--- config.mk ---
export PLATFORM = sky130hd
export DESIGN_NAME = clk_heartbeat_monitor
export DESIGN_NICKNAME = d
export VERILOG_FILES = /design/src/rtl/clk_heartbeat_monitor.sv
export SDC_FILE = /design/constraint.sdc
export NUM_CORES = 1
export LEC_CHECK = 0
export ABC_AREA = 1
export BUFFER_PORTS_ARGS = -buffer_cell sky130_fd_sc_hd__buf_2
export CELL_PAD_IN_SITES_DETAIL_PLACEMENT = 0
export CELL_PAD_IN_SITES_GLOBAL_PLACEMENT = 1
export CORE_MARGIN = 2
export CORE_UTILIZATION = 46
export CTS_BUF_LIST = sky130_fd_sc_hd__clkbuf_8
export DETAILED_ROUTE_END_ITERATION = 10
export PLACE_DENSITY = 0.82
export SYNTH_ARGS = -nofsm -noshare
export SYNTH_HDL_FRONTEND = slang
export SYNTH_SLANG_ARGS = --single-unit
--- constraint.sdc ---
create_clock -name clk -period 2.05 [get_ports clk]
set_input_delay 0.41 -clock clk [delete_from_list [all_inputs] [get_ports clk]]
set_output_delay 0.41 -clock clk [all_outputs]
set_load 0.005 [all_outputs]
--- src/rtl/clk_heartbeat_monitor.sv ---
// Heartbeat liveness monitor: measures rise-to-rise period of each asynchronous
// heartbeat bit in local clk cycles, flags channels alive/dead, and drives status LEDs.
module clk_heartbeat_monitor #(
    parameter int unsigned NUM_CH   = 4,
    parameter int unsigned PERIOD_W = 28,
    parameter int unsigned TIMEOUT  = 62_500_000,
    parameter int unsigned BLINK_W  = 24
) (
    input  logic                         clk,
    input  logic                         rst_n,
    input  logic [NUM_CH-1:0]            hb_in,
    output logic [NUM_CH-1:0]            ch_alive,
    output logic [NUM_CH-1:0]            ch_dead,
    output logic [NUM_CH*PERIOD_W-1:0]   ch_period,
    output logic [NUM_CH-1:0]            period_valid,
    output logic [1:0]                   led_out
);

    localparam logic [PERIOD_W-1:0] CNT_MAX   = '1;
    localparam logic [PERIOD_W-1:0] CNT_ONE   = PERIOD_W'(1);
    localparam logic [PERIOD_W-1:0] TIMEOUT_C = PERIOD_W'(TIMEOUT);
    localparam logic [BLINK_W-1:0]  BLINK_ONE = BLINK_W'(1);

    typedef enum logic [1:0] {
        ST_INIT  = 2'd0,
        ST_ARMED = 2'd1,
        ST_ALIVE = 2'd2,
        ST_DEAD  = 2'd3
    } state_t;

    logic [NUM_CH-1:0]  alive_d;
    logic [NUM_CH-1:0]  dead_d;
    logic [NUM_CH-1:0]  alive_q;
    logic [NUM_CH-1:0]  dead_q;
    logic [BLINK_W-1:0] blink_q;
    logic [BLINK_W-1:0] blink_d;
    logic [1:0]         led_q;
    logic [1:0]         led_d;

    for (genvar g = 0; g < int'(NUM_CH); g++) begin : g_ch
        logic                s1_q;
        logic                s2_q;
        logic                s3_q;
        logic                rise_q;
        logic [PERIOD_W-1:0] cnt_q;
        logic [PERIOD_W-1:0] cnt_d;
        logic [PERIOD_W-1:0] period_q;
        logic [PERIOD_W-1:0] period_d;
        logic                pv_q;
        logic                pv_d;
        logic                timeout;
        state_t              state_q;
        state_t              state_d;

        // Two-flop synchroniser, edge-detect delay flop, and a registered rise pulse
        // so counter/state updates land three edges after s1 first samples the edge.
        always_ff @(posedge clk or negedge rst_n) begin
            if (!rst_n) begin
                s1_q   <= 1'b0;
                s2_q   <= 1'b0;
                s3_q   <= 1'b0;
                rise_q <= 1'b0;
            end else begin
                s1_q   <= hb_in[g];
                s2_q   <= s1_q;
                s3_q   <= s2_q;
                rise_q <= s2_q & ~s3_q;
            end
        end

        assign timeout = (cnt_q >= TIMEOUT_C);

        // Next-state: a rise always beats a timeout landing on the same cycle.
        always_comb begin
            state_d  = state_q;
            period_d = period_q;
            pv_d     = 1'b0;
            cnt_d    = (cnt_q == CNT_MAX) ? cnt_q : cnt_q + CNT_ONE;
            if (rise_q) begin
                cnt_d = CNT_ONE;
            end
            case (state_q)
                ST_INIT: begin
                    if (rise_q) begin
                        state_d = ST_ARMED;
                    end else if (timeout) begin
                        state_d = ST_DEAD;
                    end
                end
                ST_ARMED, ST_ALIVE: begin
                    if (rise_q) begin
                        state_d  = ST_ALIVE;
                        period_d = cnt_q;
                        pv_d     = 1'b1;
                    end else if (timeout) begin
                        state_d = ST_DEAD;
                    end
                end
                ST_DEAD: begin
                    if (rise_q) begin
                        state_d = ST_ARMED;
                    end
                end
                default: begin
                    state_d = ST_INIT;
                end
            endcase
        end

        always_ff @(posedge clk or negedge rst_n) begin
            if (!rst_n) begin
                state_q  <= ST_INIT;
                cnt_q    <= '0;
                period_q <= '0;
                pv_q     <= 1'b0;
            end else begin
                state_q  <= state_d;
                cnt_q    <= cnt_d;
                period_q <= period_d;
                pv_q     <= pv_d;
            end
        end

        assign alive_d[g]                           = (state_d == ST_ALIVE);
        assign dead_d[g]                            = (state_d == ST_DEAD);
        assign ch_period[g*PERIOD_W +: PERIOD_W]    = period_q;
        assign period_valid[g]                      = pv_q;
    end

    // Status flags and LEDs are loaded from next-state so they track the FSMs exactly.
    assign blink_d = blink_q + BLINK_ONE;
    assign led_d   = {(|dead_d) & blink_d[BLINK_W-1], &alive_d};

    always_ff @(posedge clk or negedge rst_n) begin
        if (!rst_n) begin
            alive_q <= '0;
            dead_q  <= '0;
            blink_q <= '0;
            led_q   <= '0;
        end else begin
            alive_q <= alive_d;
            dead_q  <= dead_d;
            blink_q <= blink_d;
            led_q   <= led_d;
        end
    end

    assign ch_alive = alive_q;
    assign ch_dead  = dead_q;
    assign led_out  = led_q;

endmodule
# --- Yosys cells after proc, flatten, opt, wreduce, memory -nomap -nowiden ---
# Cells that the tools add are included.
word_totals:
  out_inout_bits: 126
  inputBits: 6
  wordCells: 132
  register_bits: 286
classes:
  bitwise_logic: 9
  n_eq_ne: 28
  n_reduce_logical: 14
  muxes: 36
  addsub: 5
  order_cmp: 4
ops:
  columns: ["cell", "count"]
  rows:
  - ["28-bit two-way mux", 8]
  - ["28-bit by 1-bit adder with 28-bit output, second input constant", 4]
  - ["28-bit == test, second input constant", 4]
  - ["28-bit by 26-bit greater-or-equal comparator with 1-bit output, second input constant", 4]
  - ["2-bit == test, second input constant", 16]
  - ["2-bit two-way mux", 16]
  - ["24-bit by 1-bit adder with 24-bit output, second input constant", 1]
  - ["2-bit one-hot mux with 3 select lines", 4]
  - ["2-bit by 1-bit == test with 1-bit output, second input constant", 4]
  - ["2-bit zero test", 4]
  - ["1-bit two-way mux", 8]
  - ["2-bit != test, second input constant", 4]
  - ["2-bit AND reduction", 4]
  - ["2-bit OR reduction", 4]
  - ["1-bit bitwise AND", 5]
  - ["1-bit NOT", 4]
  - ["4-bit AND reduction", 1]
  - ["4-bit OR reduction", 1]

# --- Depth between registers and ports, before layout ---
logic_depth:
  ltp_word: 7
  mapped_depth: 13
  depth_no_buf: 13

# --- Worst setup path before layout ---
# No wires, ideal clock.
synth_path:
  path_type: "register to register"
  start: "reg g_ch[1].cnt_q[0]"
  end: "reg g_ch[1].cnt_q[19]"
  setup_ns: 0.131
  period_less_slack_ns: 1.683
  required_ns: 1.919
  stages_incl_launch_ff: 10
  setup_slack_ns: 0.367
  path_buffers: 0
  arrival_ns: 1.552
  path_cell_list: "dfrtp_1 -> ha_1 -> nand3_1 -> nor2_2 -> nand3_2 -> nor3_2 -> nand2_2 -> nand3_2 -> xor2_1 -> nor2_1"
synth_between:
  elab_chain_len: 3
  word_cells_on_any_way: 5
  classes_between: "1 x add/sub; 2 x eq/ne; 2 x mux"
synth_lines:
  columns: ["item", "line_no", "text"]
  rows:
  - ["start, declared", "45", "logic [PERIOD_W-1:0] cnt_q;"]
  - ["start signal, assigned", "118", "cnt_q <= cnt_d;"]
  - ["28-bit by 1-bit adder with 28-bit output", "78", "cnt_d = (cnt_q == CNT_MAX) ? cnt_q : cnt_q + CNT_ONE;"]
  - ["28-bit two-way mux", "78", null]
  - ["28-bit two-way mux", "79", "if (rise_q) begin"]
# Parallel ways exist; a longest one is shown, timed or not. The select of a mux whose other input is x is not followed.
# A chain may end at the register's enable or synchronous reset.

# --- Worst setup path in the final report ---
layout_path:
  start: "reg g_ch[2].cnt_q[1]"
  end: "reg g_ch[2].cnt_q[25]"
layout_between:
  elab_chain_len: 3
  word_cells_on_any_way: 5
  classes_between: "1 x add/sub; 2 x eq/ne; 2 x mux"
layout_lines:
  columns: ["item", "line_no"]
  rows:
  - ["start, declared", "45"]
  - ["start signal, assigned", "118"]
  - ["28-bit by 1-bit adder with 28-bit output", "78"]
  - ["28-bit two-way mux", "78"]
  - ["28-bit two-way mux", "79"]
# Parallel ways exist; a longest one is shown, timed or not. The select of a mux whose other input is x is not followed.

==> flow_summary.json <==
{
  "drt-total-wl_um": 35340,
  "endpoint_kind": "flip-flop",
  "regToRegSetupSlack_ns": 0.15,
  "p_leak_uw": 0.008353,
  "fin_crit_sh": 0.9260,
  "die_w_um": 177.9,
  "grt_max_degree": 74,
  "r2r-start": "g_ch[2].cnt_q[1]",
  "status": "finished, final reports clean",
  "insertion_delay_ns": 0.56,
  "synth_top_area_frac": 0.5142,
  "setup_tns_ns": 0,
  "start_util": 0.4684,
  "drt_iter0_markers": 759,
  "drive_above_1_share": 0.1764,
  "worstMarginPinSlew_ns": 0.4605,
  "rows": 63,
  "cts_root_buf": "clkbuf_8",
  "yosysSeqAreaShare": 0.5142,
  "final_nets": 1922,
  "dpl.hpwl_um": 26000,
  "dieHeight_um": 177.9,
  "synth_enable_flop_cells": 0,
  "syn_area_um2": 13920,
  "critical_path_arrival_ns": 2.37,
  "synth_nets": 1713,
  "cp_max_fo": 12,
  "vias": 11800,
  "irDropWorstVdd_mv": 0.4820,
  "fin_ws_ns": 0.1517,
  "fin_util": 0.5539,
  "drc": 0,
  "gp_congestion": 0.9256,
  "syn_inst": 1690,
  "yosysUniqueCellTypes": 48,
  "start_kind": "flip-flop",
  "hold_viol_final": 0,
  "worstPathRequired_ns": 2.52,
  "yosysWarnings": 0,
  "postRouteAntennaNets": 0,
  "cts_tree": "built",
  "ff2ff_path_depth": 10,
  "grt_pass1_wl_um": 58450,
  "numPortBuffers": 131,
  "cts.clk_slew.worst_paths_ns": 0.06,
  "avgRoutedWirePerCell_um": 15.21,
  "ys.flop_type": "dfrtp_1",
  "synth-seq-cells": 286,
  "fmax_mhz": 526.8,
  "power_uw": 13770,
  "grt_overflow_total": 0,
  "slew_violations": 0,
  "cts_sinks": 286,
  "core_area_um2": 29720,
  "place_ws_ns": 0.1541,
  "num_antenna_cells": 0,
  "die_area_um2": 31660,
  "maxSlewHeadroom": 0.6902,
  "synth_area_leaders": "dfrtp_1 51%, nand2_1 12%, inv_1 5.6%",
  "crit_type": "flip-flop to flip-flop",
  "power.density_nw_per_um2": 836.8,
  "antenna_found_initial": 0,
  "finalClockSkew_ns": 0.02369,
  "clockBufferDepth": 3,
  "drt-pass1-iter-count": 5,
  "ios": 132,
  "track_usage": 0.2278,
  "cts_max_level": 2,
  "r2r_end": "g_ch[2].cnt_q[25]",
  "area_growth_pct": 18.26,
  "fin_crit_ns": 1.898,
  "viasPerCell": 5.078,
  "drv_cap": 0,
  "yosysTopAreaCell": "dfrtp_1",
  "hold_path.class": "primary input to async pin",
  "grt_pass1_vias": 11530,
  "cts_buffers": 49,
  "postSynth.asyncResetShare": 1.000,
  "setup_viol": 0,
  "syn_avg_cell_area_um2": 8.236
}
layout by cell type, fill, tap and decap left out, types with 9 or more instances in the layout:
cell type  instances
o21ai_1           17
nand4_1           31
nor2_1           149
nand2_1          432
buf_4             62
ha_1              16
inv_2              9
nor3_1            54
o21ai_0          151
nor3_2            10
dfrtp_1          286
nand3_1           74
a31oi_1           15
clkbuf_8          66
xor2_1            31
buf_2            130
inv_1            222
o31ai_1           20
nand2_2            9
a21oi_1           44
nor4_1            25
where the power goes:
part | switching, uW | internal (uW) | leakage [uW] | total [uW]
Sequential | 294 | 6110 | 0.00389 | 6400
Clock | 2260 | 2840 | 0.000566 | 5100
Combinational | 1510 | 763 | 0.00390 | 2270
synth_stat cells, types with 8 or more instances:
cell type / count
a31oi_1: 15
inv_1: 208
a21oi_1: 44
ha_1: 17
buf_2: 8
xnor2_1: 8
nand2_2: 9
or2_2: 8
inv_2: 8
dfrtp_1: 286
nand3_1: 74
nand2_1: 432
o31ai_1: 20
xor2_1: 31
nand4_1: 31
clkbuf_1: 25
nor4_1: 25
o21ai_0: 152
o21ai_1: 16
nor2_1: 149
nor3_1: 55
nor3_2: 9
layout make-up:
class	count	area, um^2
Clock buffer	66	908.4
Clock inverter	19	78.83
Fill cell	2805	13260
Inverter	219	822.0
Multi-Input combinational cell	1141	5744
Sequential cell	286	7157
Tap cell	390	488.0
Timing Repair Buffer	202	1261
how the worst max path moves through the flow:
stage / startpoint / end / depth (start not counted)
floorplan: g_ch[1].cnt_q[0] / g_ch[1].cnt_q[19] / 9
global placement: g_ch[1].cnt_q[7] / g_ch[1].cnt_q[0] / 9
detailed placement: g_ch[3].cnt_q[0] / g_ch[3].cnt_q[12] / 12
CTS: g_ch[3].cnt_q[0] / g_ch[3].cnt_q[7] / 12
global route: g_ch[1].cnt_q[0] / g_ch[1].cnt_q[0] / 10
finish: g_ch[2].cnt_q[1] / g_ch[2].cnt_q[25] / 10
state kept, by name, summed over array words and instances, names as in the netlist:
signal / cells
g_ch.cnt_q: 112
g_ch.period_q: 112
blink_q: 24
g_ch.state_q: 8
ch_alive: 4
ch_dead: 4
g_ch.pv_q: 4
g_ch.rise_q: 4
g_ch.s1_q: 4
g_ch.s2_q: 4
g_ch.s3_q: 4
led_out: 2
what timing repair did:
item,CTS,global route
resized for setup,0,4
hold buffers,5,0
setup buffers,0,1
hold endpoints to repair,247,0
setup endpoints to repair,0,7
metal layers:
| metal | vias up | GRT usage | wire, um |
|---|---|---|---|
| met2 | 260 | 0.3580 | 15870 |
| met5 | - | 0 | 0 |
| li1 | 5903 | - | - |
| met3 | 67 | 0.03428 | 1496 |
| met4 | 0 | 0.07275 | 871 |
| met1 | 5566 | 0.3237 | 17100 |
logic make-up after synthesis:
family	share of synthesized area
compound gates	0.1028
xor+xnor	0.02454
fa+ha+maj	0.01528
buf+inv	0.07362
flops	0.5142
simple gates	0.2696
through the flow:
stage	hold slack [ns]	std cells	area, um^2
2_1_floorplan	0.1144	1690	13920
3_3_place_gp	0.2462	2232	15410
3_5_place_dp	0.2463	2232	15410
4_1_cts	0.2279	2322	16440
5_1_grt	0.2405	2323	16460
6_report	0.2652	2323	16460
worst max-delay path, cell delays in order (launching register included):
cell and delay, ns:
dfrtp_1 0.36, ha_1 0.17, inv_1 0.05, nor3_1 0.23, nand2_1 0.12, inv_1 0.09
nand3_1 0.10, inv_1 0.10, nand3_1 0.23, buf_4 0.28, o21ai_0 0.09
Power figures use the tool's default switching activity.
